File: src/rtl/uart_send_pkg.sv
// Shared constants and helpers for the UART transmitter.
package uart_send_pkg;

    // One start bit, eight data bits, one stop bit
    localparam int unsigned FRAME_BITS = 10;

    // Bit-counter value of the stop bit
    localparam logic [3:0] BIT_STOP = 4'd9;

    // Bit-counter value of the last data bit (D7)
    localparam logic [3:0] BIT_LAST_DATA = 4'd8;

    // Clock cycles per bit; integer truncation is intended
    function automatic int baud_div(input int clk_hz, input int bps);
        return clk_hz / bps;
    endfunction

endpackage

File: src/rtl/uart_send.sv
// 8N1 UART transmitter.
// Accepts one byte per request and shifts it out LSB first,
// framed by a start bit and a stop bit.
module uart_send
    import uart_send_pkg::*;
#(
    parameter int CLK_FREQ = 50000000,
    parameter int UART_BPS = 115200
)(
    input  logic       clk_i,
    input  logic       rst_n_i,
    input  logic       uart_en_i,
    input  logic [7:0] uart_din_i,
    output logic       uart_tx_busy_o,
    output logic       uart_txd_o
);

    localparam int BPS_CNT = baud_div(CLK_FREQ, UART_BPS);
    localparam int BAUD_W  = $clog2(BPS_CNT);
    localparam logic [BAUD_W-1:0] BAUD_LAST = BAUD_W'(BPS_CNT - 1);

    // The state register doubles as the tx_active flag: IDLE = 0
    typedef enum logic {
        IDLE = 1'b0,
        SEND = 1'b1
    } state_t;

    state_t            r_state;
    logic [BAUD_W-1:0] r_baud_cnt;
    logic [3:0]        r_bit_cnt;
    logic [7:0]        r_shift;
    logic              r_txd;

    state_t            w_state_next;
    logic [BAUD_W-1:0] w_baud_next;
    logic [3:0]        w_bit_next;
    logic [7:0]        w_shift_next;
    logic              w_txd_next;

    // State, counters, latched byte and line flop; reset idles the line high
    always_ff @(posedge clk_i or negedge rst_n_i) begin
        if (!rst_n_i) begin
            r_state    <= IDLE;
            r_baud_cnt <= '0;
            r_bit_cnt  <= '0;
            r_shift    <= 8'h00;
            r_txd      <= 1'b1;
        end else begin
            r_state    <= w_state_next;
            r_baud_cnt <= w_baud_next;
            r_bit_cnt  <= w_bit_next;
            r_shift    <= w_shift_next;
            r_txd      <= w_txd_next;
        end
    end

    // Next-state logic: start on request, advance one bit per baud period,
    // release the line after the stop bit
    always_comb begin
        w_state_next = r_state;
        w_baud_next  = r_baud_cnt;
        w_bit_next   = r_bit_cnt;
        w_shift_next = r_shift;
        w_txd_next   = r_txd;

        case (r_state)
            IDLE: begin
                w_txd_next = 1'b1;
                if (uart_en_i) begin
                    w_state_next = SEND;
                    w_shift_next = uart_din_i;
                    w_baud_next  = '0;
                    w_bit_next   = '0;
                    w_txd_next   = 1'b0;
                end
            end
            SEND: begin
                // Requests and din are ignored here; the byte stays latched
                if (r_baud_cnt == BAUD_LAST) begin
                    w_baud_next = '0;
                    if (r_bit_cnt == BIT_STOP) begin
                        w_state_next = IDLE;
                        w_bit_next   = '0;
                        w_txd_next   = 1'b1;
                    end else begin
                        w_bit_next = r_bit_cnt + 4'd1;
                        // Counter value k (0..7) is followed by data bit Dk;
                        // after D7 comes the stop bit
                        if (r_bit_cnt == BIT_LAST_DATA) begin
                            w_txd_next = 1'b1;
                        end else begin
                            w_txd_next = r_shift[r_bit_cnt[2:0]];
                        end
                    end
                end else begin
                    w_baud_next = r_baud_cnt + 1'b1;
                end
            end
            default: begin
                w_state_next = IDLE;
                w_txd_next   = 1'b1;
            end
        endcase
    end

    // Busy is combinational so a requester sees it rise in the cycle it asserts en
    assign uart_tx_busy_o = (r_state == SEND) | uart_en_i;
    assign uart_txd_o     = r_txd;

endmodule

File: config.mk
export PLATFORM = sky130hd
export DESIGN_NAME = uart_send
export DESIGN_NICKNAME = d
export VERILOG_FILES = /design/src/rtl/uart_send_pkg.sv /design/src/rtl/uart_send.sv
export SDC_FILE = /design/constraint.sdc
export NUM_CORES = 1
export LEC_CHECK = 0
export CAP_MARGIN = 20
export CORE_UTILIZATION = 55
export DETAILED_ROUTE_END_ITERATION = 6
export PLACE_DENSITY = 0.86
export SKIP_LAST_GASP = 1
export SLEW_MARGIN = 5
export SYNTH_ARGS = -nofsm -noshare
export SYNTH_HDL_FRONTEND = slang
export SYNTH_SLANG_ARGS = --single-unit
export TNS_END_PERCENT = 30
File: constraint.sdc
create_clock -name clk_i -period 4.3 [get_ports clk_i]
set_input_delay 0.43 -clock clk_i [delete_from_list [all_inputs] [get_ports clk_i]]
set_output_delay 0.43 -clock clk_i [all_outputs]
set_load 0.05 [all_outputs]
==> results.md <==
- Outcome: finished clean
- Post-route cell area: 0.00135 mm²
- Final cell count without fillers: 149
- Post-route DRC: 0
- Peak VDD IR: 295 µV
- Clk Latency, worst-skew pair: 0.31 ns
- Overflow after GRT: 0
- Starting density of the core: 0.593
- Post-layout util: 0.674
- Post-Syn Nets: 122
- HPWL Detailed: 1660 µm
- Register area share after synthesis: 0.486
- Power Dens Cells: 508 mW/mm²
- Die Ht: 48.4 µm
- Slew of the pin with the lowest slew margin: 0.799 ns
- Worst EP arrival: 2.14 ns
- Slew headroom: 0.466
- Async set-or-reset flop fraction in the synthesized netlist: 1.00
- DRT iter0 DRCs: 48
- DR WL/cell: 15.2 µm
- CTS tree: built
- CTS buffer count: 3
- Synth Register Bits: 23
- Initial antenna violation count: 0
- Die W: 48.4 µm
- Post-Synthesis Cell Area: 0.00119 mm²
- Unrepaired setup endpoints after global routing: false
- Vias in the first global route: 908
- Tcrit/Tclk final: 0.598
- Crit Path Class: in2out
- Port Buf Inserts: 12
- Share of layout cells above drive strength 1: 0.164
- Post-synth top area share: 0.464
- Vias per cell: 6.24
- First-pass GRT wire length: 4030 µm
- Routed Wire Length: 2260 µm
- Vias: 930
- Maximum net fanout on the critical path: 7
- Dominant cells by area after synthesis: dfrtp_1 46%, mux2_2 7.6%, a31oi_1 3.2%, nand2_1 2.8%, nand3_1 2.5%
- Clock buffer depth: 2
- Setup TNS: 0 ns
- Post-CTS Setup Inserts: 0
- FP Rows: 16
- R2r setup slk: 2.59 ns
- GRT Util Overall: 0.232
- Final min period: 2.57 ns
- Number of synthesis warnings: 0
- Post-synth top area cell: dfrtp_1
- Critical Path Start Type: input port
- Synth Instances: 109
- Req. time, crit path: 3.87 ns
- I/O Pins: 13
- Layout Skew: 0.00269 ns
- GP Congestion: 0.862
- # fillers: 149
- CTS Sinks: 23
- Endpoint type of the worst setup path: output pin
- Max Fclk: 389 MHz
- Worst-path clk slew: 0.12 ns
- Area growth from synthesis to layout: 13.7%
- Fin nets: 136
- HP Class: in2async
- Final Hold Vio Count: 0
- Unique masters post-synth: 37
- Max H-tree Level: 1
- Pleak: 0.574 nW
- Ant. Diodes: 0
- Commonest non-fill, non-tap cell in the layout: dfrtp_1
- Drt pass-1 iters: 4
- DRT antenna net count: 0
- Dpl cell area: 0.00131 mm²
- Hold-fix buffers at CTS: 0
- Post-CTS sizing: 0
- Final hold slack: 0.369 ns
- Placed instance count: 144
- Slew Limit Fails: 0
- Top FF cell, synth: dfrtp_1
- Syn Area/Cell: 10.9 µm²
- Root buf cell: clkbuf_4
- Max cap viols: 0
- Endpoints failing setup: 0
- Core area: 0.00200 mm²
- Commonest non-fill, non-tap cells in the layout: 22 x dfrtp_1, 12 x clkdlybuf4s50_1, 9 x nand2_1
- Largest net degree at the start of global routing: 24
- Number of flops mapped to enable cells by yosys: 0
- DIE AREA: 0.00235 mm²
==> layout make-up <==
cell class                 count  area, µm²  area share
timing repair buffer          13        135       0.100
inverter                       5       18.8      0.0139
multi-input combinational     77        558       0.414
tap                           27       33.8      0.0250
sequential                    23        577       0.428
clock buffer                   4       26.3      0.0195
==> logic make-up after synthesis <==
family / Yosys count / share of synthesized area
AND/OR/NAND/NOR: 33 / 0.158
AO/OA/AOI/OAI: 29 / 0.165
flip-flops: 23 / 0.486
multiplexers: 11 / 0.112
buffers and inverters: 9 / 0.0432
XOR/XNOR: 2 / 0.0148
adder cells (fa/ha/maj): 2 / 0.0211
==> metrics by stage <==
stage / power, mW / worst slack, ns
5_1_grt: 0.735 / 1.67
3_5_place_dp: 0.584 / 1.76
2_1_floorplan: 0.525 / 2.74
6_report: 0.685 / 1.73
3_3_place_gp: 0.565 / 1.82
4_1_cts: 0.684 / 1.75
==> critical path, stage by stage <==
cell	delay, ns
clkdlybuf4s50_1	0.42
nor2_1	0.31
inv_1	0.21
clkdlybuf4s50_1	0.76
==> where the power goes <==
group | leakage [nW] | switching [mW] | internal, mW
registers | 0.269 | 0.0916 | 0.281
logic | 0.291 | 0.101 | 0.111
clock network | 0.0150 | 0.0639 | 0.0363
total | 0.574 | 0.257 | 0.428
==> registers in the layout, indices dropped and copies added, names as in the netlist <==
| register | count |
|---|---|
| r_bit_cnt | 4 |
| r_baud_cnt | 9 |
| r_state | 1 |
| uart_txd_o | 1 |
| r_shift | 8 |
==> final timing paths <==
kind                       depth (start not counted)              to          start
max                                                4  uart_tx_busy_o      uart_en_i
min                                                1    r_bit_cnt[2]        rst_n_i
min reg2reg                                        1      r_shift[7]     r_shift[7]
min in group clk_i                                 1      r_shift[7]     r_shift[7]
max reg2reg                                        5   r_baud_cnt[7]  r_baud_cnt[0]
max in group asynchronous                          2   r_baud_cnt[7]        rst_n_i
==> metal layers <==
layer / track usage / wire length (µm) / up-vias
li1: - / - / 430
met1: 0.293 / 920 / 440
met2: 0.369 / 1090 / 52
met3: 0.0377 / 170 / 8
met4: 0.152 / 78 / 0
met5: 0 / 0 / -
==> synth_stat cells (2+ instances only) <==
cell type / number
inv_1: 5
a21oi_1: 5
nand2_1: 9
nand3_1: 6
o21ai_0: 5
mux2_2: 8
nand2b_1: 2
a31oi_1: 6
o21ai_1: 2
buf_2: 2
ha_1: 2
buf_6: 2
mux2i_1: 2
o22ai_1: 2
and3_1: 2
dfrtp_1: 22
nor2_1: 7
(Power assumes the default switching activity.)
